File: config.mk
export PLATFORM = sky130hd
export DESIGN_NAME = ps2_host
export DESIGN_NICKNAME = d
export VERILOG_FILES = /design/src/rtl/ps2_host.sv
export SDC_FILE = /design/constraint.sdc
export NUM_CORES = 1
export LEC_CHECK = 0
export BUFFER_PORTS_ARGS = -buffer_cell sky130_fd_sc_hd__buf_2
export CAP_MARGIN = 5
export CORE_ASPECT_RATIO = 2
export CORE_MARGIN = 3
export CORE_UTILIZATION = 40
export CTS_CLUSTER_SIZE = 30
export DETAILED_ROUTE_END_ITERATION = 7
export GPL_TIMING_DRIVEN = 0
export PLACE_DENSITY_LB_ADDON = 0.05
export SLEW_MARGIN = 0
export SYNTH_ARGS = -nofsm -noshare
export SYNTH_HDL_FRONTEND = slang
export SYNTH_SLANG_ARGS = --single-unit
File: constraint.sdc
create_clock -name clk_sys -period 3.84 [get_ports clk_sys]
set_clock_uncertainty 0.2 [all_clocks]
set_input_delay 0.768 -clock clk_sys [delete_from_list [all_inputs] [get_ports clk_sys]]
set_output_delay 0.768 -clock clk_sys [all_outputs]
set_load 0.01 [all_outputs]
File: src/rtl/ps2_host.sv
// PS/2 host controller: receives device frames into an RX FIFO and, when
// PS2_HOST_TX_EN is defined, sends command bytes using the inhibit/request-to-send sequence.
module ps2_host #(
  parameter int FIFO_BITS   = 4,
  parameter int INHIBIT_CYC = 5000,
  parameter int TIMEOUT_CYC = 100000
) (
  input  logic       clk_sys,
  input  logic       reset_n,
  input  logic       ps2_clk_in,
  input  logic       ps2_dat_in,
  output logic       ps2_clk_out,
  output logic       ps2_dat_out,
  output logic [7:0] rx_data,
  output logic       rx_valid,
  input  logic       rx_rd,
  output logic       rx_err,
  output logic       rx_ovf,
  input  logic [7:0] tx_data,
  input  logic       tx_we,
  output logic       tx_busy,
  output logic       tx_err
);

  localparam int DEPTH = 1 << FIFO_BITS;
  localparam int WDW   = $clog2(TIMEOUT_CYC + 1);
  localparam int INW   = $clog2(INHIBIT_CYC + 1);

  typedef enum logic [2:0] {
    IDLE, RX_BITS, RX_PAR, RX_STOP, TX_INH, TX_BITS, TX_ACK, TX_WAITHI
  } state_t;

  state_t state, state_n;

  logic clk_s1, clk_s2, clk_s3, dat_s1, dat_s2;
  logic fall;
  logic [3:0] bit_cnt;
  logic [7:0] rx_sh;
  logic par_r;
  logic [WDW-1:0] wd_cnt;
  logic watched, wd_hit;
  logic rx_err_n, push_n, push_req;

  // input synchronizers; lines idle high
  always_ff @(posedge clk_sys or negedge reset_n) begin
    if (!reset_n) begin
      clk_s1 <= 1'b1; clk_s2 <= 1'b1; clk_s3 <= 1'b1;
      dat_s1 <= 1'b1; dat_s2 <= 1'b1;
    end else begin
      clk_s1 <= ps2_clk_in; clk_s2 <= clk_s1; clk_s3 <= clk_s2;
      dat_s1 <= ps2_dat_in; dat_s2 <= dat_s1;
    end
  end

  assign fall    = clk_s3 & ~clk_s2;
  assign watched = state inside {RX_BITS, RX_PAR, RX_STOP, TX_BITS, TX_ACK};
  assign wd_hit  = watched && !fall && (wd_cnt == WDW'(TIMEOUT_CYC - 1));

`ifdef PS2_HOST_TX_EN
  logic [9:0]     tx_sh;
  logic [INW-1:0] inh_cnt;
  logic           tx_err_n, tx_load, dat_out_n;
  logic           clk_out, dat_out;
`endif

  always_ff @(posedge clk_sys or negedge reset_n) begin
    if (!reset_n) state <= IDLE;
    else          state <= state_n;
  end

  always_comb begin
    state_n  = state;
    rx_err_n = 1'b0;
    push_n   = 1'b0;
`ifdef PS2_HOST_TX_EN
    tx_err_n  = 1'b0;
    tx_load   = 1'b0;
    dat_out_n = 1'b1;
`endif
    case (state)
      IDLE:    if (fall && !dat_s2) state_n = RX_BITS;
      RX_BITS: if (fall && bit_cnt == 4'd7) state_n = RX_PAR;
      RX_PAR:  if (fall) state_n = RX_STOP;
      RX_STOP: if (fall) begin
        if ((^{rx_sh, par_r}) && dat_s2) push_n = 1'b1;
        else                             rx_err_n = 1'b1;
        state_n = IDLE;
      end
`ifdef PS2_HOST_TX_EN
      TX_INH: if (inh_cnt == INW'(INHIBIT_CYC - 1)) begin
        state_n   = TX_BITS;
        dat_out_n = 1'b0;
      end
      // bit_cnt 0..9 put data, parity, stop; the fall after stop moves on
      TX_BITS: begin
        dat_out_n = dat_out;
        if (fall) begin
          if (bit_cnt == 4'd10) state_n = TX_ACK;
          else                  dat_out_n = tx_sh[0];
        end
      end
      TX_ACK: if (fall) begin
        tx_err_n = dat_s2;
        state_n  = TX_WAITHI;
      end
      TX_WAITHI: if (clk_s2 && dat_s2) state_n = IDLE;
`endif
      default: state_n = IDLE;
    endcase

    if (wd_hit) begin
      state_n = IDLE;
`ifdef PS2_HOST_TX_EN
      dat_out_n = 1'b1;
      if (state inside {TX_BITS, TX_ACK}) tx_err_n = 1'b1;
      else                                rx_err_n = 1'b1;
`else
      rx_err_n = 1'b1;
`endif
    end

`ifdef PS2_HOST_TX_EN
    // a command preempts a receive in progress without reporting it
    if (tx_we && (state inside {IDLE, RX_BITS, RX_PAR, RX_STOP})) begin
      state_n  = TX_INH;
      tx_load  = 1'b1;
      rx_err_n = 1'b0;
      push_n   = 1'b0;
    end
`endif
  end

  always_ff @(posedge clk_sys or negedge reset_n) begin
    if (!reset_n) begin
      bit_cnt  <= '0;
      rx_sh    <= '0;
      par_r    <= 1'b0;
      wd_cnt   <= '0;
      rx_err   <= 1'b0;
      push_req <= 1'b0;
    end else begin
      if (state_n != state)
        bit_cnt <= '0;
      else if (fall && (state == RX_BITS || state == TX_BITS))
        bit_cnt <= bit_cnt + 4'd1;
      if (state == RX_BITS && fall) rx_sh <= {dat_s2, rx_sh[7:1]};
      if (state == RX_PAR && fall)  par_r <= dat_s2;
      if (!watched || fall || state_n != state) wd_cnt <= '0;
      else                                      wd_cnt <= wd_cnt + 1'b1;
      rx_err   <= rx_err_n;
      push_req <= push_n;
    end
  end

`ifdef PS2_HOST_TX_EN
  always_ff @(posedge clk_sys or negedge reset_n) begin
    if (!reset_n) begin
      tx_sh   <= '0;
      inh_cnt <= '0;
      tx_err  <= 1'b0;
      clk_out <= 1'b1;
      dat_out <= 1'b1;
    end else begin
      tx_err  <= tx_err_n;
      dat_out <= dat_out_n;
      clk_out <= (state != TX_INH);
      inh_cnt <= (state == TX_INH) ? inh_cnt + 1'b1 : '0;
      if (tx_load)
        tx_sh <= {1'b1, ~^tx_data, tx_data};
      else if (state == TX_BITS && fall && bit_cnt != 4'd10)
        tx_sh <= {1'b1, tx_sh[9:1]};
    end
  end

  assign ps2_clk_out = clk_out;
  assign ps2_dat_out = dat_out;
  assign tx_busy     = state inside {TX_INH, TX_BITS, TX_ACK, TX_WAITHI};
`else
  logic unused_tx;
  assign unused_tx   = ^{tx_data, tx_we};
  assign ps2_clk_out = 1'b1;
  assign ps2_dat_out = 1'b1;
  assign tx_busy     = 1'b0;
  assign tx_err      = 1'b0;
`endif

  // RX FIFO; rx_sh holds the finished byte through the push cycle
  logic [7:0]           mem [DEPTH];
  logic [FIFO_BITS-1:0] wr_ptr, rd_ptr;
  logic [FIFO_BITS:0]   count;
  logic                 full, pop, wr;

  assign full     = (count == (FIFO_BITS + 1)'(DEPTH));
  assign rx_valid = (count != '0);
  assign pop      = rx_rd && rx_valid;
  assign wr       = push_req && (!full || pop);
  assign rx_data  = rx_valid ? mem[rd_ptr] : 8'h00;

  always_ff @(posedge clk_sys) begin
    if (wr) mem[wr_ptr] <= rx_sh;
  end

  always_ff @(posedge clk_sys or negedge reset_n) begin
    if (!reset_n) begin
      wr_ptr <= '0;
      rd_ptr <= '0;
      count  <= '0;
      rx_ovf <= 1'b0;
    end else begin
      rx_ovf <= push_req && full && !pop;
      if (wr)  wr_ptr <= wr_ptr + 1'b1;
      if (pop) rd_ptr <= rd_ptr + 1'b1;
      case ({wr, pop})
        2'b10:   count <= count + 1'b1;
        2'b01:   count <= count - 1'b1;
        default: count <= count;
      endcase
    end
  end

endmodule

==> After elaboration in Yosys (flattened, before gate mapping) <==
Memories as Yosys holds them, arrays and structs flattened.
Cells that the tools add are included.
{ "totals": {"latch_bits": 0, "reg_bits": 54, "ram_bits": 128, "rom_bits": 0, "wordCells": 83, "mem_count": 1} }
{ "op_classes": {"mul": 0, "add_sub_neg": 6, "n_lt_le_gt_ge": 0, "eq_ne": 11, "bitwise_logic": 2, "n_shift": 0, "mux": 20, "reduce_logical": 27, "div_mod_pow": 0} }
{ "memory_table": {"columns": ["memory", "depth", "word_bits", "read_ports", "rd_clocked_by_memory_dff", "write_ports", "line_no", "source"], "rows": [
  ["mem", 16, 8, 1, 0, 1, "188", "logic [7:0] mem [DEPTH];"]
]} }
{ "op_table": {"columns": ["op", "n"], "rows": [
  ["$add A17 B1 Y17 const B", 1],
  ["$eq A17 B17 Y1 const B", 1],
  ["$mux W17", 1],
  ["$mux W3", 5],
  ["$add A4 B1 Y4 const B", 3],
  ["$logic_and A1 B1 Y1", 12],
  ["$pmux W3 S4", 1],
  ["$pmux W5 S2", 1],
  ["$reduce_bool A5 Y1", 2],
  ["$mux W1", 9],
  ["$reduce_xor A9 Y1", 1],
  ["$mux W4", 2],
  ["$mux W8", 1],
  ["$eq A3 B2 Y1 const B", 2],
  ["$eq A3 B3 Y1 const B", 2],
  ["$add A5 B1 Y5 const B", 1],
  ["$eq A5 B5 Y1 const B", 1],
  ["$logic_not A1 Y1", 5],
  ["$sub A5 B1 Y5 const B", 1],
  ["$eq A4 B3 Y1 const B", 1],
  ["$logic_or A1 B1 Y1", 4],
  ["$reduce_bool A2 Y1", 2],
  ["$eq A3 B1 Y1 const B", 1],
  ["$logic_not A3 Y1", 1],
  ["other kinds (5)", 5]
]} }

==> Longest topological paths before layout <==
{ "depth": {"depth_word": 9, "depth_mapped": 13, "depth_no_buf": 12} }

==> Worst setup path after synthesis <==
Ideal clock, no wire load.
{ "synth_timing": {"kind": "input to register", "from": "input port rx_rd", "to": "register count[4]", "slack_ns": 0.955, "n_path_buf": 1, "arrival_ns": 2.606, "stages": 12, "path_cell_list": "nand3b_1 -> and2_1 -> buf_2 -> inv_1 -> ha_1 -> inv_1 -> fa_1 -> nor2b_1 -> o21ai_0 -> and3_1 -> nor3_1 -> xor2_1"} }
{ "synth_between": {"elab_chain_cells": 5, "word_cells_on_any_way": 7} }
{ "synth_lines": {"columns": ["element", "line_no", "source"], "rows": [
  ["start: declaration", "16", "input logic rx_rd,"],
  ["$logic_and A1 B1 Y1 *", "195", "assign pop = rx_rd && rx_valid;"],
  ["$logic_or A1 B1 Y1", "196", "assign wr = push_req && (!full || pop);"],
  ["$logic_and A1 B1 Y1", "196", null],
  ["$eq A2 B1 Y1 / $eq A2 B2 Y1 (equally long branches)", "213", "case ({wr, pop})"],
  ["$pmux W5 S2 / $reduce_bool A2 Y1 (equally long branches)", null, null],
  ["end signal: assignment", "214", "2'b10: count <= count + 1'b1;"],
  ["end signal: assignment", "215", "2'b01: count <= count - 1'b1;"],
  ["end signal: assignment", "216", "default: count <= count;"],
  ["end: declaration", "190", "logic [FIFO_BITS:0] count;"]
]} }
Mark *: on every way between the ends. The rest lies on a longest branch, timed or not.
A chain may end at the register's enable or synchronous reset.

==> Worst setup path in the final report <==
{ "layout_timing": {"from": "register rd_ptr[1]", "to": "output port rx_data[1]"} }
{ "layout_between": {"elab_chain_cells": 2} }
{ "layout_lines": {"columns": ["element", "line_no", "source"], "rows": [
  ["start: declaration", "189", "logic [FIFO_BITS-1:0] wr_ptr, rd_ptr;"],
  ["start signal: assignment", "212", "if (pop) rd_ptr <= rd_ptr + 1'b1;"],
  ["$mem_v2 Z16 W8", null, null],
  ["$mux W8", "197", "assign rx_data = rx_valid ? mem[rd_ptr] : 8'h00;"],
  ["end: declaration", "14", "output logic [7:0] rx_data,"]
]} }
Every way passes these cells.

==> metrics <==
outcome finished, final reports clean; Final Net Count 535; area of the die 20,900 sq um; drt pass-1 iters 4; aggregate routed wire length 15.4 mm; number of setup buffers added after CTS 0; pin count of the biggest net entering global routing 55; drt drc 0; post-route ant nets 0; layout cell share with drive strength beyond 1 24.3%; achievable clock frequency 295 MHz; TritonCTS clock tree built; Final Hold Viols 0; largest cells by area after synthesis edfxtp_1, dfrtp_1, mux4_2, xnor2_1, nor2_1; worst setup path class flop to output pin; register share of total power 45.9%; hold buffer count at CTS 0; Crit path required time 2870 ps; Pins Over Slew Limit 0; area delta synth->final 13.1%; first-pass GRT wire length 24.9 mm; Sw Ratio 27.0%; Psw 1.32 mW; Die Ht 201 um; Final Critical Period 3390 ps; CTS buffer count 17; final design utilization 46.8%; initial antenna violation count 0; I/O Pins 29; CP startpoint rd_ptr[1]; Final period util 88.2%; clock tree buffer depth 2; post-CTS sizing 0; Post-Syn Instances 470; crit end category output pin; port bufs 15; Synth Cell Area 7640 sq um; # setup viols final 0; Clock Sinks 182; Starting Density 41.3%; number of synthesized flops with an enable pin 128; Lkg Pwr 3.14 nW; Async SR Flop Fraction 29.7%; Internal 3.56 mW; CORE AREA 18,500 sq um; routability-driven placement congestion ratio 0.730; Mean Syn Cell Area 16.3 sq um; worst hold slack 74.4 ps; Cell Pwr Density 565 nW/um^2; Yosys top cell area share 50.3%; vias in the first global route 4,272; post-DP HPWL 10.8 mm; Synth Register Bits 182; Max-Cap Viols 0; final worst setup slack 453 ps; clock share of power 33.5%; drt wl/cell 19.9 um; Final TNS setup 0 ps; Worst EP arrival 2420 ps; total number of vias 3,939; Tightest Pin Transition 895 ps; Max VDD drop 0.388 mV; Vias/cell 5.09; HP Class primary input to asynchronous set/reset pin; Cell Rows 70; combinational share of power 20.5%; Top FF cell, synth edfxtp_1; RSZ-0062 raised after global routing no; fill cell count 1,629; reg2reg start count[1]; gr ovfl total 0; worst skew pair latency 410 ps; Antenna Cells 0; Slew HR 40.1%; Worst Path Max Fanout 10; design area 8640 sq um; Root Buffer clkbuf_16; Synth area leader edfxtp_1; die width 104 um; Yosys Warn Count 0; number of DRC markers in iteration 0 190; startpoint types flop; pre-CTS setup slack 508 ps; number of unique standard cell types used by synthesis 54; GRT Total Usage 15.9%; Seq/Total Area, Yosys 68.1%; CTS clock-pin slew for the worst setup and hold paths 70 ps; placed inst area 8060 sq um; Max H-tree Level 4
[stage by stage]
step	power, mW	std cells
finish	4.88	774
detailed placement	3.31	741
global placement	3.29	740
global route	5.13	774
floorplan	2.99	473
CTS	4.96	773
[synth_stat cells, types with 2 or more instances]
cell and instances:
a21oi_1 15, a22oi_1 16, and2_1 2, and3_1 6, and3_2 2, and4_1 3
buf_1 3, buf_2 7, buf_4 7, buf_6 3, clkbuf_1 4, conb_1 2
dfrtp_1 49, dfstp_2 5, edfxtp_1 128, ha_1 11, inv_1 12, mux2_2 9
mux4_2 32, nand2_1 19, nand2b_1 4, nand3_1 5, nand3b_1 2, nand4_1 5
nor2_1 37, nor2_2 2, nor2b_1 5, nor3_1 14, nor4_2 2, o21ai_0 5
xnor2_1 20, xor2_1 12
[final timing paths]
kind | end | slack, ps | depth (start not counted)
min reg2reg | dat_s2 | 160 | 0
min in group clk_sys | dat_s2 | 160 | 0
min | wd_cnt[4] | 70 | 1
max in group asynchronous | dat_s2 | 2750 | 2
max reg2reg | count[4] | 780 | 13
max | rx_data[1] | 450 | 6
[routing by layer]
layer	global-route usage [%]	wire length, um	up-vias	share of wire [%]
met5	0	0	-	0
met3	2.70	430	11	2.8
met4	6.37	280	0	1.8
met2	30.9	9200	60	60
li1	-	-	1838	-
met1	16.6	5520	2030	36
[worst max-delay path: stages, from the launching register on]
cell,delay [ps]
dfrtp_1,340
clkbuf_2,230
buf_1,530
mux4_2,410
a22oi_1,200
a21oi_1,130
buf_2,160
[placed cells by master (no fill, tap or decap), drive strengths merged, types with 2 or more instances in the layout]
cell and n:
mux2 10, conb 5, clkinvlp 2, nand2b 5, ha 11, dfstp 5
dfrtp 49, and4 4, xnor2 20, a22oi 16, a21oi 15, xor2 12
clkinv 2, nand2 19, or2 2, clkbuf 31, nand3b 3, o21ai 6
inv 14, and3 8, nor2 39, nor3 15, nor4 3, and2 3
nand3 5, mux4 32, edfxtp 128, buf 37, nand4 5, nor2b 5
[logic make-up after synthesis]
kind of cell	count (synthesis)	share of synthesized area (%)
compound gates	42	3.65
other cells	2	0.0983
flops	182	68.1
simple gates	120	8.58
xor+xnor	33	3.96
buf+inv	37	2.59
fa+ha+maj	12	2.06
mux	42	11.0
[flip-flops by register name (all words and copies together) (netlist names), 3 cells and up]
name     cells
mem        128
wd_cnt      17
rx_sh        8
count        5
bit_cnt      4
rd_ptr       4
wr_ptr       4
state        3
[power by group through the flow]
stage                     Sequential [mW]  Combinational (mW)  Clock (mW)
after floorplan                      2.26               0.736           0
after global placement               2.28                1.01           0
after CTS                            2.24                1.03        1.69
final                                2.24                1.00        1.64
after detailed placement             2.28                1.03           0
after global routing                 2.25                1.12        1.76
[area by class of cell]
type | instances | area [sq um] | area share (%)
repair buffers | 17 | 100 | 1.16
inverters | 12 | 45.0 | 0.521
well taps | 252 | 315 | 3.65
multi-input cells | 254 | 2270 | 26.2
clock buffers | 26 | 522 | 6.04
clock inverters | 6 | 37.5 | 0.434
plain buffers | 25 | 153 | 1.77
flip-flops and latches | 182 | 5200 | 60.2
(Power assumes the default switching activity.)
